**config.mk**
```make
export PLATFORM = sky130hd
export DESIGN_NAME = regfile_wb_scheduler
export DESIGN_NICKNAME = d
export VERILOG_FILES = /design/src/rtl/regfile_wb_scheduler.sv
export SDC_FILE = /design/constraint.sdc
export NUM_CORES = 1
export LEC_CHECK = 0
export CAP_MARGIN = 20
export CELL_PAD_IN_SITES_DETAIL_PLACEMENT = 0
export CELL_PAD_IN_SITES_GLOBAL_PLACEMENT = 2
export CORE_UTILIZATION = 25
export CTS_CLUSTER_SIZE = 16
export DETAILED_ROUTE_END_ITERATION = 8
export GPL_TIMING_DRIVEN = 0
export PLACE_DENSITY = 0.87
export SLEW_MARGIN = 0
export SYNTH_ARGS = -nofsm -noshare
export SYNTH_HDL_FRONTEND = slang
export SYNTH_SLANG_ARGS = --single-unit
```
**constraint.sdc**
```tcl
create_clock -name clock -period 3.1 [get_ports clock]
set_input_delay 0.775 -clock clock [delete_from_list [all_inputs] [get_ports clock]]
set_output_delay 0.775 -clock clock [all_outputs]
set_load 0.02 [all_outputs]
```
**src/rtl/regfile_wb_scheduler.sv**
```systemverilog
// regfile_wb_scheduler
// Shares the single register-file write port between the EXU and LSU write-back
// paths and keeps a per-register busy scoreboard that stalls issue on RAW/WAW
// hazards against writes that have been reserved but not yet committed.
//
// Optional build macro: RF_WB_ERRCHK_EN
//   When defined, a sticky wb_err output flags write-backs to registers that were
//   never reserved, and cycles where both requesters target the same register.

module regfile_wb_scheduler #(
   parameter int ADDR_WIDTH = 4,
   parameter int DATA_WIDTH = 32
) (
   input  logic                  clock,
   input  logic                  reset,
   input  logic                  issue_valid,
   output logic                  issue_ready,
   input  logic                  issue_wen,
   input  logic [ADDR_WIDTH-1:0] issue_rd,
   input  logic [ADDR_WIDTH-1:0] issue_rs1,
   input  logic [ADDR_WIDTH-1:0] issue_rs2,
   input  logic                  exu_valid,
   output logic                  exu_ready,
   input  logic [ADDR_WIDTH-1:0] exu_rd,
   input  logic [DATA_WIDTH-1:0] exu_data,
   input  logic                  lsu_valid,
   output logic                  lsu_ready,
   input  logic [ADDR_WIDTH-1:0] lsu_rd,
   input  logic [DATA_WIDTH-1:0] lsu_data,
   output logic                  rf_valid,
   output logic                  rf_wen,
   output logic [ADDR_WIDTH-1:0] rf_waddr,
   output logic [DATA_WIDTH-1:0] rf_wdata,
   output logic                  idle
`ifdef RF_WB_ERRCHK_EN
   ,
   output logic                  wb_err
`endif
);

   localparam int NUM_REGS = 1 << ADDR_WIDTH;

   // Which requester held the write port most recently; the other one wins a tie.
   typedef enum logic {
      GRANT_EXU = 1'b0,
      GRANT_LSU = 1'b1
   } grant_e;

   logic [NUM_REGS-1:0]   busy_q, busy_d;
   grant_e                last_grant_q, last_grant_d;
   logic                  rf_valid_q, rf_valid_d;
   logic                  rf_wen_q, rf_wen_d;
   logic [ADDR_WIDTH-1:0] rf_waddr_q, rf_waddr_d;
   logic [DATA_WIDTH-1:0] rf_wdata_q, rf_wdata_d;

   logic                  grant_exu;
   logic                  grant_lsu;
   logic                  grant_any;
   logic [ADDR_WIDTH-1:0] wb_rd;
   logic [DATA_WIDTH-1:0] wb_data;
   logic                  issue_fire;
   logic                  commit_write;

   // Hazard check: sources must not be pending, and the destination must not be
   // pending either (WAW), so a register is never reserved twice.
   always_comb begin
      issue_ready = ~busy_q[issue_rs1] & ~busy_q[issue_rs2] & ~(issue_wen & busy_q[issue_rd]);
      issue_fire  = issue_valid & issue_ready & issue_wen & (issue_rd != '0);
   end

   // Round-robin arbitration; a lone requester always wins, a tie goes to the one
   // that did not win last time. Ready is only ever raised alongside its valid.
   always_comb begin
      grant_exu = exu_valid & (~lsu_valid | (last_grant_q == GRANT_LSU));
      grant_lsu = lsu_valid & (~exu_valid | (last_grant_q == GRANT_EXU));
      grant_any = grant_exu | grant_lsu;
      exu_ready = grant_exu;
      lsu_ready = grant_lsu;
      wb_rd     = grant_lsu ? lsu_rd : exu_rd;
      wb_data   = grant_lsu ? lsu_data : exu_data;
   end

   // Remember the most recent winner; hold it through cycles without a grant.
   always_comb begin
      last_grant_d = last_grant_q;
      if (grant_exu) begin
         last_grant_d = GRANT_EXU;
      end else if (grant_lsu) begin
         last_grant_d = GRANT_LSU;
      end
   end

   // Write stage: a granted request is presented to the register file one cycle
   // later. Address and data hold when idle so the port does not toggle needlessly.
   always_comb begin
      rf_valid_d = grant_any;
      rf_wen_d   = grant_any & (wb_rd != '0);
      rf_waddr_d = rf_waddr_q;
      rf_wdata_d = rf_wdata_q;
      if (grant_any) begin
         rf_waddr_d = wb_rd;
         rf_wdata_d = wb_data;
      end
   end

   // Scoreboard update: the register file captures the data at the same edge the
   // busy bit clears, so a dependent instruction issuing afterwards reads fresh
   // data. A reservation in the same cycle as a clear of the same index wins.
   always_comb begin
      commit_write = rf_valid_q & rf_wen_q;
      busy_d       = busy_q;
      if (commit_write) begin
         busy_d[rf_waddr_q] = 1'b0;
      end
      if (issue_fire) begin
         busy_d[issue_rd] = 1'b1;
      end
      busy_d[0] = 1'b0;
   end

   // State registers; reset drops any pending write and forgets all reservations.
   always_ff @(posedge clock or posedge reset) begin
      if (reset) begin
         busy_q       <= '0;
         last_grant_q <= GRANT_LSU;
         rf_valid_q   <= 1'b0;
         rf_wen_q     <= 1'b0;
         rf_waddr_q   <= '0;
         rf_wdata_q   <= '0;
      end else begin
         busy_q       <= busy_d;
         last_grant_q <= last_grant_d;
         rf_valid_q   <= rf_valid_d;
         rf_wen_q     <= rf_wen_d;
         rf_waddr_q   <= rf_waddr_d;
         rf_wdata_q   <= rf_wdata_d;
      end
   end

   // Drive the register-file port and the idle indication from registered state.
   always_comb begin
      rf_valid = rf_valid_q;
      rf_wen   = rf_wen_q;
      rf_waddr = rf_waddr_q;
      rf_wdata = rf_wdata_q;
      idle     = (busy_q == '0) & ~rf_valid_q;
   end

`ifdef RF_WB_ERRCHK_EN
   logic wb_err_q, wb_err_d;
   logic unreserved_write;
   logic same_rd_conflict;

   // Flag writes to registers nobody reserved, and both paths racing for one
   // register; once raised the flag stays until reset.
   always_comb begin
      unreserved_write = grant_any & (wb_rd != '0) & ~busy_q[wb_rd];
      same_rd_conflict = exu_valid & lsu_valid & (exu_rd == lsu_rd) & (exu_rd != '0);
      wb_err_d         = wb_err_q | unreserved_write | same_rd_conflict;
   end

   // Sticky error register.
   always_ff @(posedge clock or posedge reset) begin
      if (reset) begin
         wb_err_q <= 1'b0;
      end else begin
         wb_err_q <= wb_err_d;
      end
   end

   assign wb_err = wb_err_q;
`endif

endmodule
```
After elaboration in Yosys (flattened, before gate mapping)
Cells that the tools add are included.
{"block": "totals", "reg_bits": 54, "in_bits": 90, "out_inout_bits": 42}
{"block": "classes", "order_cmp": 6, "muxes": 16, "bitwise": 24, "reduce_logical": 6}
{"op": "$mux W16", "n": 2}
{"op": "$mux W32", "n": 1}
{"op": "$lt A4 B5 Y1 const B", "n": 4}
{"op": "$and A16 B16 Y16", "n": 1}
{"op": "$logic_not A16 Y1", "n": 1}
{"op": "$not A16 Y16", "n": 1}
{"op": "$or A16 B16 Y16", "n": 1}
{"op": "$bmux W1 S4", "n": 3}
{"op": "$and A1 B1 Y1", "n": 11}
{"op": "$demux W1 S4", "n": 2}
{"op": "$ge A4 B1 Y1 const B", "n": 2}
{"op": "$reduce_bool A4 Y1", "n": 2}
{"op": "$mux W1", "n": 7}
{"op": "$not A1 Y1", "n": 7}
{"op": "$mux W4", "n": 1}
{"op": "$or A1 B1 Y1", "n": 3}
{"op": "$logic_and A1 B1 Y1", "n": 2}
{"op": "$reduce_bool A2 Y1", "n": 1}

Longest topological paths before layout
Gate-level depths: netlist of the first run.
{"block": "logic_depth", "depth_word": 9, "mapped_depth": 7, "ltp_nobuf": 5}

Worst setup path after synthesis of the first run
OpenSTA, ideal clock, no wires.
{"block": "synth_timing", "path_type": "input port to output port", "startpoint": "in issue_rs1[1]", "endpoint": "out issue_ready", "t_arrival_ns": 2.483, "path_slack_ns": -0.158, "cell_stages": 7, "path_buffers": 2, "cell_sequence": "buf_6 mux4_1 mux2i_1 mux2i_1 a311o_4 buf_6 a21oi_1"}
{"block": "synth_via", "elab_chain_cells": 5}
{"item": "start, declared", "line": "20", "source": "input logic [ADDR_WIDTH-1:0] issue_rs1,"}
{"item": "$bmux W1 S4", "line": "67", "source": "issue_ready = ~busy_q[issue_rs1] & ~busy_q[issue_rs2] & ~(issue_wen & busy_q[issue_rd]);"}
{"item": "$mux W1 (implied by the code)", "line": "67"}
{"item": "$not A1 Y1", "line": "67"}
{"item": "$and A1 B1 Y1 (2 in series)", "line": "67"}
{"item": "end, declared", "line": "17", "source": "output logic issue_ready,"}
No other way between the ends. The select of a mux whose other input is x is not followed.

Worst setup path in the final report of the first run
{"block": "layout_timing", "startpoint": "in issue_rd[3]", "endpoint": "out issue_ready"}
{"block": "layout_via", "elab_chain_cells": 5}
{"item": "start, declared", "line": "19", "source": "input logic [ADDR_WIDTH-1:0] issue_rd,"}
{"item": "$bmux W1 S4", "line": "67"}
{"item": "$mux W1 (implied by the code)", "line": "67"}
{"item": "$and A1 B1 Y1", "line": "67"}
{"item": "$not A1 Y1", "line": "67"}
{"item": "$and A1 B1 Y1", "line": "67"}
No other way between the ends. The select of a mux whose other input is x is not followed.

==> results of run 1 <==
final cells by class:
| class | count | area share |
|---|---|---|
| plain buffers | 24 | 0.0221 |
| clock buffers | 6 | 0.0262 |
| clock inverters | 1 | 0.00153 |
| inverters | 35 | 0.0267 |
| multi-input cells | 241 | 0.341 |
| flip-flops and latches | 54 | 0.275 |
| well taps | 172 | 0.0437 |
| repair buffers | 131 | 0.264 |
registers in the layout, indices dropped and copies added, names as in the netlist:
signal	count
rf_wdata	32
rf_valid	1
last_grant_q	1
busy_q	15
rf_waddr	4
rf_wen	1
repair_timing:
action                                 4_1_cts  5_1_grt
setup buffers                                3        0
pin swaps                                    2        0
endpoints found under the hold margin        0        0
gates resized for setup                     38        2
setup endpoints to repair                    3        2
kinds of logic after synthesis:
kind of cell,count (synthesis)
AOI/OAI and AO/OA,141
buffers and inverters,61
DFF,54
muxes,20
and+or+nand+nor,80
stage by stage:
stage          instances  hold slack (ps)  setup TNS (ps)  worst slack [ps]  utilization
2_1_floorplan        356              516               0              15.8            -
6_report             664              581           -32.4             -32.4        0.390
4_1_cts              665              595           -29.7             -29.7        0.390
3_5_place_dp         656              567           -2990             -1190        0.377
3_3_place_gp         655              563          -11780             -1150        0.376
5_1_grt              664              627           -84.5             -84.5        0.390
critical path, delay by kind of cell:
family,cells,cell delay [ps]
compound gates,3,500
simple gates,1,380
buf+inv,3,690
power by group:
part / internal, W / switching (W) / leakage [nW]
Sequential: 0.000867 / 0.000193 / 0.631
Combinational: 0.000582 / 0.000558 / 1.28
Clock: 0.000297 / 0.000261 / 0.0629
Total: 0.00175 / 0.00101 / 1.97
final timing paths:
path	cells past startpoint	slack, ps	startpoint	endpoint
max reg2reg	7	650	busy_q[15]	busy_q[7]
min reg2reg	2	580	last_grant_q	last_grant_q
min	2	580	last_grant_q	last_grant_q
max	7	-30	issue_rd[3]	issue_ready
max in group asynchronous	3	1600	reset	last_grant_q
min in group asynchronous	2	860	reset	rf_wdata[25]
placed cells by master (no fill, tap or decap), types with 5 or more instances in the layout:
cell type and n:
a21oi_1 33, mux2i_1 10, nand2b_1 7, mux4_2 8
nor4_1 5, o21ai_0 17, clkbuf_1 19, buf_4 5
o41ai_1 6, dfrtp_1 53, nor2b_1 5, nor2_1 35
a31oi_1 32, nand2_1 13, o22ai_1 32, o41ai_2 9
clkbuf_16 5, inv_1 33, clkdlybuf4s50_1 119
routing by layer:
metal / share of wire / track usage / up-vias
met1: 0.43 / 0.213 / 1661
met4: 0.011 / 0.0402 / 0
met3: 0.085 / 0.0497 / 8
met2: 0.47 / 0.283 / 140
li1: - / - / 1591
met5: 0 / 0 / -
==> results summary, run 1 <==
Once placement finished, the instance area stood at 4760 um2. The area growth from synthesis to layout came out at 51.8%. The largest stage delay on the critical path came out at 380 ps. The total I/O pin count came out at 132.

The post-synthesis instance area came out at 3240 um2. The power density relative to cell area came out at 560 nW/um2. The worst setup path is launched from an input port.

The final route contains 3400 vias. The count of endpoints failing setup in the final report came out at 1. The overall power of the completed layout is 0.00276 W. The post-route antenna net violation count is 0.

TritonCTS built the clock tree. The worst-case IR drop observed on VDD is 220 uV. The most used flip-flop cell after synthesis is dfrtp_1. Of the total synthesized cell area, the portion taken by full adders, half adders and majority gates is 0. The number of vias per cell came out at 5.12. The clock buffer count from CTS came out at 5. The setup slack after layout is -32.4 ps. The number of max-slew violations in the final report is 0. Of all cell types, the one taking the most synthesized area is dfrtp_1. Of the synthesized area, sequential elements account for 0.417. The transition time at the pin with the least slew margin came out at 566 ps.

The global-route wire length before repair is 17.8 mm. The remaining max-slew budget at the tightest pin came out at 0.622. The final critical delay including setup and external delays came out at 3130 ps. The area share of the largest cell type after synthesis came out at 0.409. The total of buffers placed on input and output ports is 127.

The share of the synthesized netlist area taken by xor and xnor gates came out at 0. The sequential cell area is 1350 um2. The peak fanout along the critical path is 10. Once detailed placement completed, the half-perimeter wirelength came to 8.25 mm. The total inserted antenna cells is 0. The largest net degree at the start of global routing came out at 31. The DRC marker count from the first detailed-route iteration came out at 222. The worst hold-check path type is flip-flop to flip-flop. The worst-case clock skew came out at 7.84 ps. The flow ran to the end, but the final reports show violations. Global routing finished with a remaining overflow of 0.

The analysis attributes to cell leakage a power of 1.97 nW. The first detailed-routing pass took 4 iterations. The final RePlAce weighted congestion came out at 0.820.

The floorplan step set the die height to 116 um. The net count of the mapped netlist came out at 446. After synthesis, the share of flip-flops with an asynchronous set or reset is 1.00. The initial core utilization is 0.257. The placeable core region came out at 12600 um2.

The number of remaining DRC errors came out at 0. The post-synthesis share of cell area spent on and, or, nand and nor gates came out at 0.116. The slowest stage of the critical path belongs to the cell or2_2. STA classifies the critical path endpoint as a primary output. The area occupied by multi-input gates is 1680 um2.

The initial antenna violation count is 0. Clock-pin slew was measured on the worst setup and hold paths at 70 ps. The data arrival at the endpoint of the critical path came out at 2360 ps. The number of enable-type register cells in the synthesized netlist is 0. CTS placed an instance of clkbuf_16 at the clock tree root.

By count the netlist is led by dfrtp_1 (53), nor2_1 (36), a21oi_1 (35). In this run the mean area of a mapped cell was 9.11 um2. The fraction of the mapped netlist area in compound gates is 0.295. The H-tree was split into 2 levels.

The final-layout fill cell count came out at 1297. Setup repair after global routing could not meet its margin everywhere. Ranked by total cell area, the synthesized netlist is headed by dfrtp_1 (41%), a31oi_1 (6.2%), o22ai_1 (6.2%).

The reported max-cap violation count came out at 0. The summed area of non-filler cells in the final layout is 4920 um2. In the global route stage, overall resource usage came out at 0.169.

The checks that failed: setup timing. The dominant combinational cell family by area after synthesis is compound AO/OA/AOI/OAI gates. The worst setup path is of the input port to primary output kind.

The longest clock path from root to sink contains 2 buffers. Yosys instantiated no cell more often than dfrtp_1. The via count of the first global-routing pass is 3537.

In the synthesized netlist, the number of instances is 356. The fraction of final layout cells sized beyond drive strength 1 came out at 0.106. The total routed wirelength is 11.2 mm. Yosys printed 0 warnings.

For the worst setup path, the data required time is 2320 ps. Traced cell by cell, the critical path runs through dlygate4sd2_1, or2_2, a221oi_4, a211oi_4, buf_4, a21oi_4, buf_6. The number of flip-flops and latches in the synthesized netlist is 54. The floorplan has 41 rows.

The clock network latency to the later pin of the worst-skew pair came out at 290 ps. For this design, the CTS-stage hold fixing added 0 buffers. The net count of the finished layout is 582.

The highest achievable clock rate is 0.319 GHz. The die width is 116 um. The final worst-path cycle share is 1.01.

CTS saw 54 sinks. The final count of hold timing violations came out at 0. The mux cell area share after synthesis is 0.0957. Counting distinct cell types in the post-synthesis netlist gives 38.

The total die area came out at 13400 um2. After detailed routing, the average wire length per cell comes to 16.8 um.
Note: power is estimated with default switching activity, not from simulation.
==> run 2, diff against run 1 <==
--- a/config.mk
+++ b/config.mk
@@ -13,6 +13,7 @@
 export DETAILED_ROUTE_END_ITERATION = 8
 export GPL_TIMING_DRIVEN = 0
 export PLACE_DENSITY = 0.87
+export REMOVE_ABC_BUFFERS = 1
 export SLEW_MARGIN = 0
 export SYNTH_ARGS = -nofsm -noshare
 export SYNTH_HDL_FRONTEND = slang
==> run 2 against run 1 <==
- largest cell class unchanged
- non-clock buffer count is 19 lower
- count of clock-buffer cells in the layout down 1
- the flow now finishes without violations
- first-iteration DRC count shrank 43%
- total power grew 2.1%
==> results summary, run 2 (synthesis gave the netlist of run 1 again) <==
For this run, the number of standard cells in the final layout without fillers is 646. The post-route antenna net violation count is 0. The cell sitting at the root of the clock tree is a clkbuf_16.

The total routed wirelength is 10.4 mm. STA classifies the critical path endpoint as a primary output. The initial antenna violation count came to 0. The number of cells on the worst reg-to-reg path is 6. Entering global routing, the biggest net connects 100 pins. The library cell used most frequently in the layout, excluding fill and tap cells, is clkdlybuf4s50_1. The total inserted antenna cells came out at 0. Relative to the synthesized area, the layout overhead comes to 52.0%. The number of max-slew violations in the final report is 0. The number of stages on the worst hold path came out at 2. The CTS clock-pin slew for the worst setup and hold paths came out at 70 ps.

The die covers 13400 um2. The critical setup path kind is input port to primary output. The start point of the worst min-delay path is busy_q[9]. The remaining max-slew budget at the tightest pin is 0.669. On the final layout, the worst hold slack is 600 ps. In this run the standard cell core region covers 12600 um2. The total of buffers placed on input and output ports came out at 131. The initialized floorplan defines 41 standard-cell rows. After routing the design area is 4930 um2. In this run the critical register-to-register path is captured at busy_q[7]. The global-route usage over all layers is 0.162.

The number of vias after detailed routing came out at 3266. The worst-case hold path end point is busy_q[9]. In the layout the commonest cells are clkdlybuf4s50_1 (118), dfrtp_1 (53), nor2_1 (36).

After global routing the overflow that remains totals 0. Setup repair after global routing left no endpoint under its margin. In the final timing run, aggregate negative setup slack is 0 ps. The transition time at the pin with the least slew margin came out at 496 ps. VDD sags by at most 205 uV. The total cell area at the placement stage came out at 4700 um2. The number of buffers inserted by hold repair at cts is 0. The final count of hold timing violations was 0.

The vertical die dimension came out at 116 um. The total I/O pin count came out at 132. The DRC marker count from the first detailed-route iteration came out at 127.

The worst hold path belongs to the class flip-flop to flip-flop. Setup slack on the worst reg-to-reg path comes out at 890 ps. The average wire per standard cell came out at 16.0 um. The number of levels in the clock H-tree is 2. The HPWL after detailed placement came out at 7.31 mm.

The worst flop-to-flop path startpoint is busy_q[15]. Total power for the finished layout comes to 0.00281 W. The largest buffer count on any clock path is 2. The instance count after placement with tap cells included is 636. The CTS tree is done. The worst setup path is launched from an input port. The data arrival at the endpoint of the critical path came out at 2240 ps. The die is 116 um wide. The final worst-path cycle share is 0.971. The final RePlAce weighted congestion is 0.832. Counting I/O delays and the setup requirement, the final critical path takes 3010 ps. The flow ran to the end, and the final reports show no timing, DRC or antenna violations. The first global-routing pass estimated 16.9 mm of wire.

The highest achievable clock rate came out at 0.332 GHz. Dividing total power by cell area gives a power density of 571 nW/um2. Across the routed clock network, the largest skew measured is 7.06 ps. CTS saw 54 sinks.

The clock network latency to the later pin of the worst-skew pair is 290 ps. The first detailed-routing pass took 4 iterations. For this run, design rule violations remaining after detail routing come to 0. The fraction of final layout cells sized beyond drive strength 1 came out at 0.116.

The initial utilization of the core area, before any placement, comes to 0.257. The via count of the first global-routing pass came out at 3334. The peak fanout along the critical path came out at 37. The net count of the finished layout is 563. The clock buffer count from CTS is 5. The leakage power figure came out at 1.99 nW.

The reported max-cap violation count is 0. The flip-flop count of the largest register, all copies and words added came out at 32. STA puts the critical path data required time at 2320 ps. Setup violations remaining at the end of the flow were counted as 0.

The number of vias per cell came out at 5.06.
-- run 2: changes by cell type in the layout (fill, tap and decap cells not counted), sizes merged --
| cell | previous run | this run |
|---|---|---|
| bufinv | 0 | 1 |
| buf | 11 | 12 |
| clkinvlp | 1 | 0 |
| clkdlybuf4s50 | 119 | 118 |
| clkbuf | 27 | 6 |
| inv | 34 | 36 |
| dlygate4sd2 | 3 | 4 |
-- run 2: metal layers --
metal	global-route usage	part of all wire	vias up
li1	-	-	1560
met1	0.195	0.42	1572
met2	0.262	0.45	125
met3	0.0701	0.11	9
met4	0.0487	0.015	0
met5	0	0	-
-- run 2: through the flow --
| step | util | setup WS, ps |
|---|---|---|
| floorplan | - | -119 |
| global placement | 0.369 | -3170 |
| detailed placement | 0.373 | -1170 |
| CTS | 0.390 | 3.57 |
| global route | 0.391 | 7.53 |
| finish | 0.391 | 89.5 |
-- run 2: how the worst max path moves through the flow --
| stage | startpoint | end | slack, ps | depth (start not counted) |
|---|---|---|---|---|
| final | exu_valid | exu_ready | 90 | 4 |
| after global routing | issue_rs2[1] | issue_ready | 8 | 7 |
| after CTS | issue_rd[1] | issue_ready | 4 | 7 |
| after detailed placement | issue_rs1[1] | issue_ready | -1170 | 7 |
| after global placement | lsu_valid | exu_ready | -3170 | 5 |
| after floorplan | issue_rd[1] | issue_ready | -120 | 5 |
-- run 2: where the power goes --
part	leakage (nW)	total [W]	internal (W)	switching, W
clock	0.0842	0.000650	0.000383	0.000266
sequential	0.631	0.00106	0.000867	0.000191
combinational	1.28	0.00111	0.000572	0.000534
total	1.99	0.00281	0.00182	0.000992
-- run 2: layout make-up --
| cell class | instances | area, um2 |
|---|---|---|
| Inverter | 35 | 134 |
| Timing Repair Buffer | 136 | 1370 |
| Clock buffer | 5 | 125 |
| Sequential cell | 54 | 1350 |
| Fill cell | 1302 | 7690 |
| Multi-Input combinational cell | 241 | 1690 |
| Clock inverter | 3 | 43.8 |
| Tap cell | 172 | 215 |
-- run 2: what timing repair did --
item / 4_1_cts / 5_1_grt
setup endpoints to repair: 3 / 3
setup buffers: 2 / 0
gates resized for setup: 44 / 12
pin swaps: 2 / 0
-- run 2: worst max-delay path, cell delays in order --
cell and delay [ps]:
buf_4 410, nand2_8 300, inv_1 130, clkdlybuf4s50_1 610
